===== src/rtl/square_voice_mixer.sv =====
// rtl/square_voice_mixer.sv - time-multiplexed square-wave voice mixer feeding the I2S serializer.
// Optional noise voice on the last voice slot: define NOISE_VOICE_EN.
module square_voice_mixer #(
    parameter int NUM_VOICES         = 4,
    parameter int MASTER_COUNT_WIDTH = 10,
    parameter int START_COUNT        = 0,
    parameter int AMP_SHIFT          = 9
) (
    input  logic                          clk_in,
    input  logic                          reset_in,
    input  logic [MASTER_COUNT_WIDTH-1:0] master_count_in,
    input  logic                          reg_we_in,
    input  logic [3:0]                    reg_addr_in,
    input  logic [15:0]                   reg_data_in,
    output logic [15:0]                   data_out,
    output logic                          data_valid_out,
    output logic                          busy_out
);
    localparam int IDX_W = (NUM_VOICES > 1) ? $clog2(NUM_VOICES) : 1;
    // Headroom for NUM_VOICES (<= 8) full-scale voices plus sign, never narrower than the clamp limits.
    localparam int ACC_W = (AMP_SHIFT + 9 > 17) ? AMP_SHIFT + 9 : 17;
    localparam logic [IDX_W-1:0] LAST_IDX = IDX_W'(NUM_VOICES - 1);
    localparam logic [MASTER_COUNT_WIDTH-1:0] START_MATCH = MASTER_COUNT_WIDTH'(START_COUNT);
    localparam logic signed [ACC_W-1:0] POS_LIMIT = ACC_W'(32767);
    localparam logic signed [ACC_W-1:0] NEG_LIMIT = ACC_W'(-32768);

    typedef enum logic [1:0] {IDLE, ACCUM, SAT} state_t;

    state_t                   state_q;
    logic [IDX_W-1:0]         idx_q;
    logic signed [ACC_W-1:0]  acc_q;
    logic signed [ACC_W-1:0]  acc_d;
    logic signed [ACC_W-1:0]  amp_d;
    logic [15:0]              phase_next_d;
    logic                     sign_pos_d;
    logic [15:0]              sat_d;
    logic [15:0]              data_q;
    logic                     valid_q;
    logic                     busy_q;

    logic [15:0] shadow_freq_q [NUM_VOICES];
    logic [3:0]  shadow_vol_q  [NUM_VOICES];
    logic [15:0] active_freq_q [NUM_VOICES];
    logic [3:0]  active_vol_q  [NUM_VOICES];
    logic [15:0] phase_q       [NUM_VOICES];

`ifdef NOISE_VOICE_EN
    logic [15:0] lfsr_q;
    logic [15:0] lfsr_d;
`endif

    always_ff @(posedge clk_in) begin
        if (reset_in) begin
            for (int v = 0; v < NUM_VOICES; v++) begin
                shadow_freq_q[v] <= '0;
                shadow_vol_q[v]  <= '0;
            end
        end else if (reg_we_in) begin
            // Out-of-range voice indices simply match no slot.
            for (int v = 0; v < NUM_VOICES; v++) begin
                if (reg_addr_in[3:1] == 3'(v)) begin
                    if (reg_addr_in[0]) begin
                        shadow_vol_q[v] <= reg_data_in[3:0];
                    end else begin
                        shadow_freq_q[v] <= reg_data_in;
                    end
                end
            end
        end
    end

    always_comb begin
        phase_next_d = phase_q[idx_q] + active_freq_q[idx_q];
        sign_pos_d   = phase_q[idx_q][15];
`ifdef NOISE_VOICE_EN
        if (idx_q == LAST_IDX) begin
            sign_pos_d = lfsr_q[0];
        end
`endif
        amp_d = ACC_W'(active_vol_q[idx_q]) << AMP_SHIFT;
        acc_d = sign_pos_d ? (acc_q + amp_d) : (acc_q - amp_d);
        if (acc_q > POS_LIMIT) begin
            sat_d = 16'h7FFF;
        end else if (acc_q < NEG_LIMIT) begin
            sat_d = 16'h8000;
        end else begin
            sat_d = acc_q[15:0];
        end
    end

`ifdef NOISE_VOICE_EN
    // A wrapped 16-bit sum is smaller than its addend exactly when the add carried out.
    always_comb begin
        lfsr_d = lfsr_q;
        if (state_q == ACCUM && idx_q == LAST_IDX && phase_next_d < phase_q[idx_q]) begin
            lfsr_d = {lfsr_q[0] ^ lfsr_q[2] ^ lfsr_q[3] ^ lfsr_q[5], lfsr_q[15:1]};
        end
    end

    always_ff @(posedge clk_in) begin
        if (reset_in) begin
            lfsr_q <= 16'hACE1;
        end else begin
            lfsr_q <= lfsr_d;
        end
    end
`endif

    always_ff @(posedge clk_in) begin
        if (reset_in) begin
            state_q <= IDLE;
            idx_q   <= '0;
            acc_q   <= '0;
            data_q  <= '0;
            valid_q <= 1'b0;
            busy_q  <= 1'b0;
            for (int v = 0; v < NUM_VOICES; v++) begin
                active_freq_q[v] <= '0;
                active_vol_q[v]  <= '0;
                phase_q[v]       <= '0;
            end
        end else begin
            valid_q <= 1'b0;
            case (state_q)
                IDLE: begin
                    if (master_count_in == START_MATCH) begin
                        for (int v = 0; v < NUM_VOICES; v++) begin
                            active_freq_q[v] <= shadow_freq_q[v];
                            active_vol_q[v]  <= shadow_vol_q[v];
                        end
                        acc_q   <= '0;
                        idx_q   <= '0;
                        busy_q  <= 1'b1;
                        state_q <= ACCUM;
                    end
                end
                ACCUM: begin
                    acc_q          <= acc_d;
                    phase_q[idx_q] <= phase_next_d;
                    if (idx_q == LAST_IDX) begin
                        state_q <= SAT;
                    end else begin
                        idx_q <= idx_q + 1'b1;
                    end
                end
                SAT: begin
                    data_q  <= sat_d;
                    valid_q <= 1'b1;
                    busy_q  <= 1'b0;
                    state_q <= IDLE;
                end
                default: state_q <= IDLE;
            endcase
        end
    end

    assign data_out       = data_q;
    assign data_valid_out = valid_q;
    assign busy_out       = busy_q;

endmodule


===== config.mk =====
export PLATFORM = sky130hd
export DESIGN_NAME = square_voice_mixer
export DESIGN_NICKNAME = d
export VERILOG_FILES = /design/src/rtl/square_voice_mixer.sv
export SDC_FILE = /design/constraint.sdc
export NUM_CORES = 1
export LEC_CHECK = 0
export ABC_AREA = 1
export BUFFER_PORTS_ARGS = -buffer_cell sky130_fd_sc_hd__buf_4
export CAP_MARGIN = 0
export CORE_MARGIN = 4
export CORE_UTILIZATION = 61
export DETAILED_ROUTE_END_ITERATION = 8
export GPL_TIMING_DRIVEN = 0
export PLACE_DENSITY = 0.78
export SYNTH_ARGS = -nofsm -noshare
export SYNTH_HDL_FRONTEND = slang
export SYNTH_SLANG_ARGS = --single-unit

===== constraint.sdc =====
create_clock -name clk_in -period 6.8 [get_ports clk_in]
set_clock_uncertainty 0.05 [all_clocks]
set_input_delay 0.34 -clock clk_in [delete_from_list [all_inputs] [get_ports clk_in]]
set_output_delay 0.34 -clock clk_in [all_outputs]
set_load 0.01 [all_outputs]

==> results of run 1 <==
-- layout by cell type, fill, tap and decap left out, types with 5 or more instances in the layout --
cell type / count
buf_4: 58
ha_1: 27
inv_1: 139
buf_2: 18
clkbuf_1: 26
inv_2: 5
nand3_2: 9
nor2_1: 292
nor3_1: 12
clkinv_1: 5
buf_6: 7
clkbuf_16: 26
nand2_1: 122
o22ai_1: 30
a21oi_1: 40
o21ai_0: 82
nand3_1: 47
dfxtp_1: 25
nand2_2: 5
edfxtp_1: 224
-- flip-flops by register name, indices dropped and copies added (netlist names), 8 cells and up, named ones only --
register and count:
acc_q 9, active_freq_q 64, active_vol_q 16, data_out 8, phase_q 64, shadow_freq_q 64
shadow_vol_q 16
-- synthesized netlist by cell type, types with 5 or more instances --
| master | count |
|---|---|
| a21oi_1 | 40 |
| buf_2 | 18 |
| buf_4 | 8 |
| buf_6 | 7 |
| clkbuf_1 | 20 |
| dfxtp_1 | 25 |
| edfxtp_1 | 224 |
| ha_1 | 27 |
| inv_1 | 139 |
| inv_2 | 5 |
| nand2_1 | 123 |
| nand2_2 | 5 |
| nand3_1 | 47 |
| nand3_2 | 9 |
| nor2_1 | 292 |
| nor3_1 | 12 |
| o21ai_0 | 82 |
| o22ai_1 | 30 |
-- power breakdown --
part / leakage, nW / internal (mW) / switching, mW
clock network: 0.401 / 0.820 / 0.575
registers: 2.46 / 1.72 / 0.0177
logic: 2.78 / 0.0476 / 0.108
total: 5.64 / 2.59 / 0.701
-- worst max-delay path by stage --
stage	endpoint	slack, ns	cells past startpoint
4_1_cts	phase_q[2][10]	3.58	19
5_1_grt	phase_q[2][14]	3.34	15
3_5_place_dp	phase_q[1][7]	3.61	14
2_1_floorplan	active_freq_q[0][0]	3.68	4
3_3_place_gp	active_freq_q[1][8]	2.54	5
6_report	phase_q[2][10]	3.55	19
-- worst reg2reg max path, cell delays in order (launching register included) --
cell,delay [ns]
dfxtp_1,0.31
buf_6,0.14
inv_4,0.11
buf_6,0.15
clkbuf_1,0.46
nor2_1,0.10
o22ai_1,0.29
ha_1,0.26
fa_1,0.22
nand3_1,0.09
nand2_2,0.13
nand2_1,0.08
nand2_2,0.11
inv_2,0.04
nor2_2,0.09
nand2_1,0.08
nand2_1,0.06
nand2_1,0.04
nand3_1,0.13
nor2_1,0.06
-- cell type report --
| cell class | count | share of cell area (%) |
|---|---|---|
| plain buffers | 54 | 2.343 |
| clock buffers | 32 | 5.123 |
| clock inverters | 15 | 1.324 |
| inverters | 146 | 4.209 |
| multi-input cells | 711 | 26.70 |
| flip-flops and latches | 249 | 55.00 |
| well taps | 234 | 2.228 |
| repair buffers | 51 | 3.066 |
-- per-stage QoR --
stage / cell area [sq um] / utilization, % / hold WS, ns
floorplan: 11590 / - / 0.4190
global placement: 12260 / 65.53 / 0.4048
detailed placement: 12290 / 65.71 / 0.4072
CTS: 13140 / 70.24 / 0.08981
global route: 13140 / 70.24 / 0.1068
finish: 13140 / 70.24 / 0.09918
-- cell families (layout without fill, tap and decap cells) --
kind of cell | count (synthesis) | in the layout
compound gates | 168 | 168
buf+inv | 200 | 298
xor+xnor | 7 | 7
flops | 249 | 249
fa+ha+maj | 29 | 29
simple gates | 507 | 507
-- metal layers --
layer | global-route usage [%] | up-vias
met5 | 0 | -
met4 | 6.600 | 0
met3 | 3.550 | 66
met2 | 39.22 | 303
met1 | 32.92 | 3803
li1 | - | 4028
==> results.cfg, run 1 <==
[setup_path]
path_cells = buf_6 -> inv_4 -> buf_6 -> clkbuf_1 -> nor2_1 -> o22ai_1 -> ha_1 -> fa_1 -> nand3_1 -> nand2_2 -> nand2_1 -> nand2_2 -> inv_2 -> nor2_2 -> nand2_1 -> nand2_1 -> nand2_1 -> nand3_1 -> nor2_1
arrival_ns = 3.48
crit_buf_inv = 5
cpMostUsedCell = nand2_1
reg2reg_slack_ns = 3.55
crit_family = simple AND/OR/NAND/NOR gates
critPathMaxFanout = 10
slowest_stage = clkbuf_1
rr_worst_depth = 19
timing.rr.end = phase_q[2][10]
startpoint_type = register
required_ns = 7.03
critPathKind = reg -> reg
crit_path_end_kind = register
slowest_delay_ns = 0.46

[detailed_routing]
routed-wl-met3_um = 1746
routedWlPerCell_um = 16.80
final_antenna_net_count = 0
drc = 0
wl_um = 25070
viasPerCell = 5.496
highest_layer = met4
vias = 8200
first_iter_violations = 763
met1Wirelength_um = 10470
first_pass_iters = 6
dr_wl_met2_um = 12190

[synth]
synthCells = 1160
syn_area_sq_um = 11590
synth_warnings = 0
synth_area_leader_cell = edfxtp_1
synth-adder-area-share_pct = 3.261
synthesis.nets = 1222
synth_simple_gate_area_share_pct = 18.52
synthArstFlopShare_pct = 0
synth.mux.area_fraction_pct = 0
synth_ff_type = edfxtp_1
synth_compound_area_share_pct = 7.903
synth_top_family_by_area = simple AND/OR/NAND/NOR gates
syn_avg_cell_area_sq_um = 9.990
synth.area.top_cells = edfxtp_1 58%, nor2_1 9.5%, inv_1 4.5%, dfxtp_1 4.3%, nand2_1 4.0%
ys_seq_area_share_pct = 62.36
ys_seq_elements = 249
synth_edf_count = 224
ys_types = 40
netlist.area_leader.share_pct = 58.04
synth_xor_xnor_area_share_pct = 0.5290

[sta]
hold_violations = 0
fmax_ghz = 0.3079
fin_ws_ns = 3.552
setup-violations-final = 0
drv_slew = 0
fin_crit_ns = 3.248
worstMarginPinSlew_ns = 0.8961
min_period_over_period_pct = 47.77
rsz0062_at_grt = no
slew_headroom_pct = 40.12
fin_setup_tns_ns = 0

[worst_hold_path]
holdPathStages = 3
hp-start = reg_data_in[8]
hold_class = in -> reg
hold_path_end = shadow_freq_q[0][8]

[layout]
stdcell_count = 1492
layout-drive-gt1-share_pct = 12.32
n_antenna_cell = 0
multiInputGateArea_sq_um = 3508
final-seq-area_sq_um = 7227
nets = 1301
syn2layout_area_growth_pct = 13.38
fillers = 1358

[die]
dieArea_sq_um = 21270
core_area_sq_um = 18710
die_h_um = 145.8
pin_count = 51
die_x_um = 145.8
row_count = 50
start_util_pct = 61.95

[global_route]
overflow = 0
grt_pass1_wl_um = 40790
grt_pass1_vias = 8029
antenna_found_initial = 0
grt_start_max_net_pins = 63
grt_usage_pct = 23.63

[clocking]
cts_max_level = 1
ctsRootBufferMaster = clkbuf_16
cts_tree = built
insertion_delay_ns = 0.54
holdBufCountCts = 0
cts_setup_buffers = 0
ctsResizeCount = 0
cts_buffer_depth = 3
path_clk_slew_ns = 0.06
cts_sinks = 249
numCtsBuffers = 26

[place]
io_buffers = 50
dp_slack_ns = 3.610
place.gp.congestion = 0.9357
dp_cells = 1445
hpwlAfterDp_um = 17500

[run_status]
status = finished clean

[power_and_ir_drop]
powerDensity_nw_per_um2 = 250.4
vdd_ir_drop_max_mv = 0.2180
total_power_mw = 3.290
p_leak_nw = 5.637

[flow_run]
drv_cap = 0
Power figures use the tool's default switching activity.
==> run 2, diff against run 1 <==
- clock period: 6.8 -> 3.3 ns (I/O delays scaled with it)
==> results.cfg, run 2 (same netlist as run 1, synthesis figures left out) <==
[run_status]
status = finished clean

[detailed_routing]
vias = 8260
first_iter_violations = 804
wl_um = 25330
routedWlPerCell_um = 16.84
final_antenna_net_count = 0
first_pass_iters = 6
viasPerCell = 5.492
drc = 0

[power_and_ir_drop]
p_leak_nw = 5.713
powerDensity_nw_per_um2 = 511.6
vdd_ir_drop_max_mv = 0.4566

[die]
start_util_pct = 61.95
die_x_um = 145.8
pin_count = 51
dieArea_sq_um = 21270
die_h_um = 145.8
row_count = 50
core_area_sq_um = 18710

[sta]
drv_slew = 0
worstMarginPinSlew_ns = 0.9145
hold_violations = 0
fin_setup_tns_ns = 0
min_period_over_period_pct = 93.30
fin_ws_ns = 0.2211
setup-violations-final = 0
fin_crit_ns = 3.079
fmax_ghz = 0.3248
rsz0062_at_grt = no
slew_headroom_pct = 38.88

[layout]
mostFrequentLayoutCells = 292 x nor2_1, 224 x edfxtp_1, 139 x inv_1
layout_commonest_cell = nor2_1
layout-drive-gt1-share_pct = 12.99
stdcell_count = 1504
n_antenna_cell = 0
top_regs = active_freq_q x64, phase_q x64, shadow_freq_q x64
nets = 1313
syn2layout_area_growth_pct = 14.58

[clocking]
path_clk_slew_ns = 0.06
insertion_delay_ns = 0.54
cts_max_level = 1
cts_buffer_depth = 3
ctsRootBufferMaster = clkbuf_16
cts_setup_buffers = 0
numCtsBuffers = 26
cts_tree = built
cts_sinks = 249

[setup_path]
path_cells = buf_6 -> clkbuf_1 -> o21ai_0 -> o22ai_1 -> ha_1 -> a21oi_1 -> inv_1 -> a21oi_1 -> nor2_1 -> nor2_1 -> nand3_1 -> nand3_2 -> nor2_1
cpMostUsedCell = nor2_1
slowest_stage = clkbuf_1
critPathKind = reg -> reg
arrival_ns = 3.31
startpoint_type = register
critPathMaxFanout = 10
reg2reg_slack_ns = 0.22
slowest_delay_ns = 0.45
crit_path_end_kind = register
required_ns = 3.53

[place]
place.gp.congestion = 0.9357
dp_cells = 1445
io_buffers = 50
dp_slack_ns = 0.1098
hpwlAfterDp_um = 17500

[global_route]
grt_start_max_net_pins = 63
grt_pass1_vias = 8104
grt_pass1_wl_um = 41120
overflow = 0
antenna_found_initial = 0
grt_usage_pct = 23.82

[worst_hold_path]
hold_class = in -> reg

[flow_run]
drv_cap = 0
[run 2: final cells by class]
class	count	area, sq um
clock inverter	15	173.9
fill	1333	5428
sequential	249	7227
timing repair buffer	63	523.0
buffer	54	319.1
inverter	146	553.0
clock buffer	32	673.1
multi-input combinational	711	3516
tap	234	292.8
[run 2: metrics by stage]
stage	cell area, sq um	utilization (%)	power, mW	hold slack [ns]
after global routing	13280	70.98	7.009	0.03719
after global placement	12260	65.53	3.954	0.4048
final	13280	70.98	6.793	0.01802
after CTS	13260	70.88	6.800	0.007496
after floorplan	11590	-	3.849	0.3581
after detailed placement	12290	65.71	3.967	0.4072
[run 2: where the power goes]
| part | switching (mW) | total [mW] | internal, mW |
|---|---|---|---|
| registers | 0.0370 | 3.59 | 3.55 |
| logic | 0.225 | 0.333 | 0.108 |
| clock network | 1.18 | 2.87 | 1.69 |
| total | 1.45 | 6.79 | 5.35 |
[run 2: what timing repair did]
action / 4_1_cts / 5_1_grt
setup endpoints to repair: 0 / 36
resized for setup: 0 / 19
hold buffers: 12 / 0
endpoints found under the hold margin: 48 / 0
[run 2: routing by layer]
layer | vias to the layer above | part of all wire (%) | global-route usage (%)
met3 | 54 | 6.3 | 3.550
met1 | 3843 | 43 | 33.07
met2 | 303 | 49 | 39.71
met5 | - | 0 | 0
met4 | 0 | 2.3 | 6.600
li1 | 4060 | - | -
[run 2: worst paths after layout]
kind	from	to	cells after the start
worst max-delay path	register	phase_q[2][14]	13
worst min-delay path	master_count_in[9]	state_q[0]	6
worst max register to register	register	phase_q[2][14]	13
worst min register to register	data_out[12]	data_out[12]	2
[run 2: worst max-delay path, delay by kind of cell, from the launching register on]
family	cells	cell delay [ns]
DFF	1	0.33
buffers and inverters	3	0.68
AOI/OAI and AO/OA	4	0.94
and+or+nand+nor	5	0.48
adders and majority gates	1	0.33
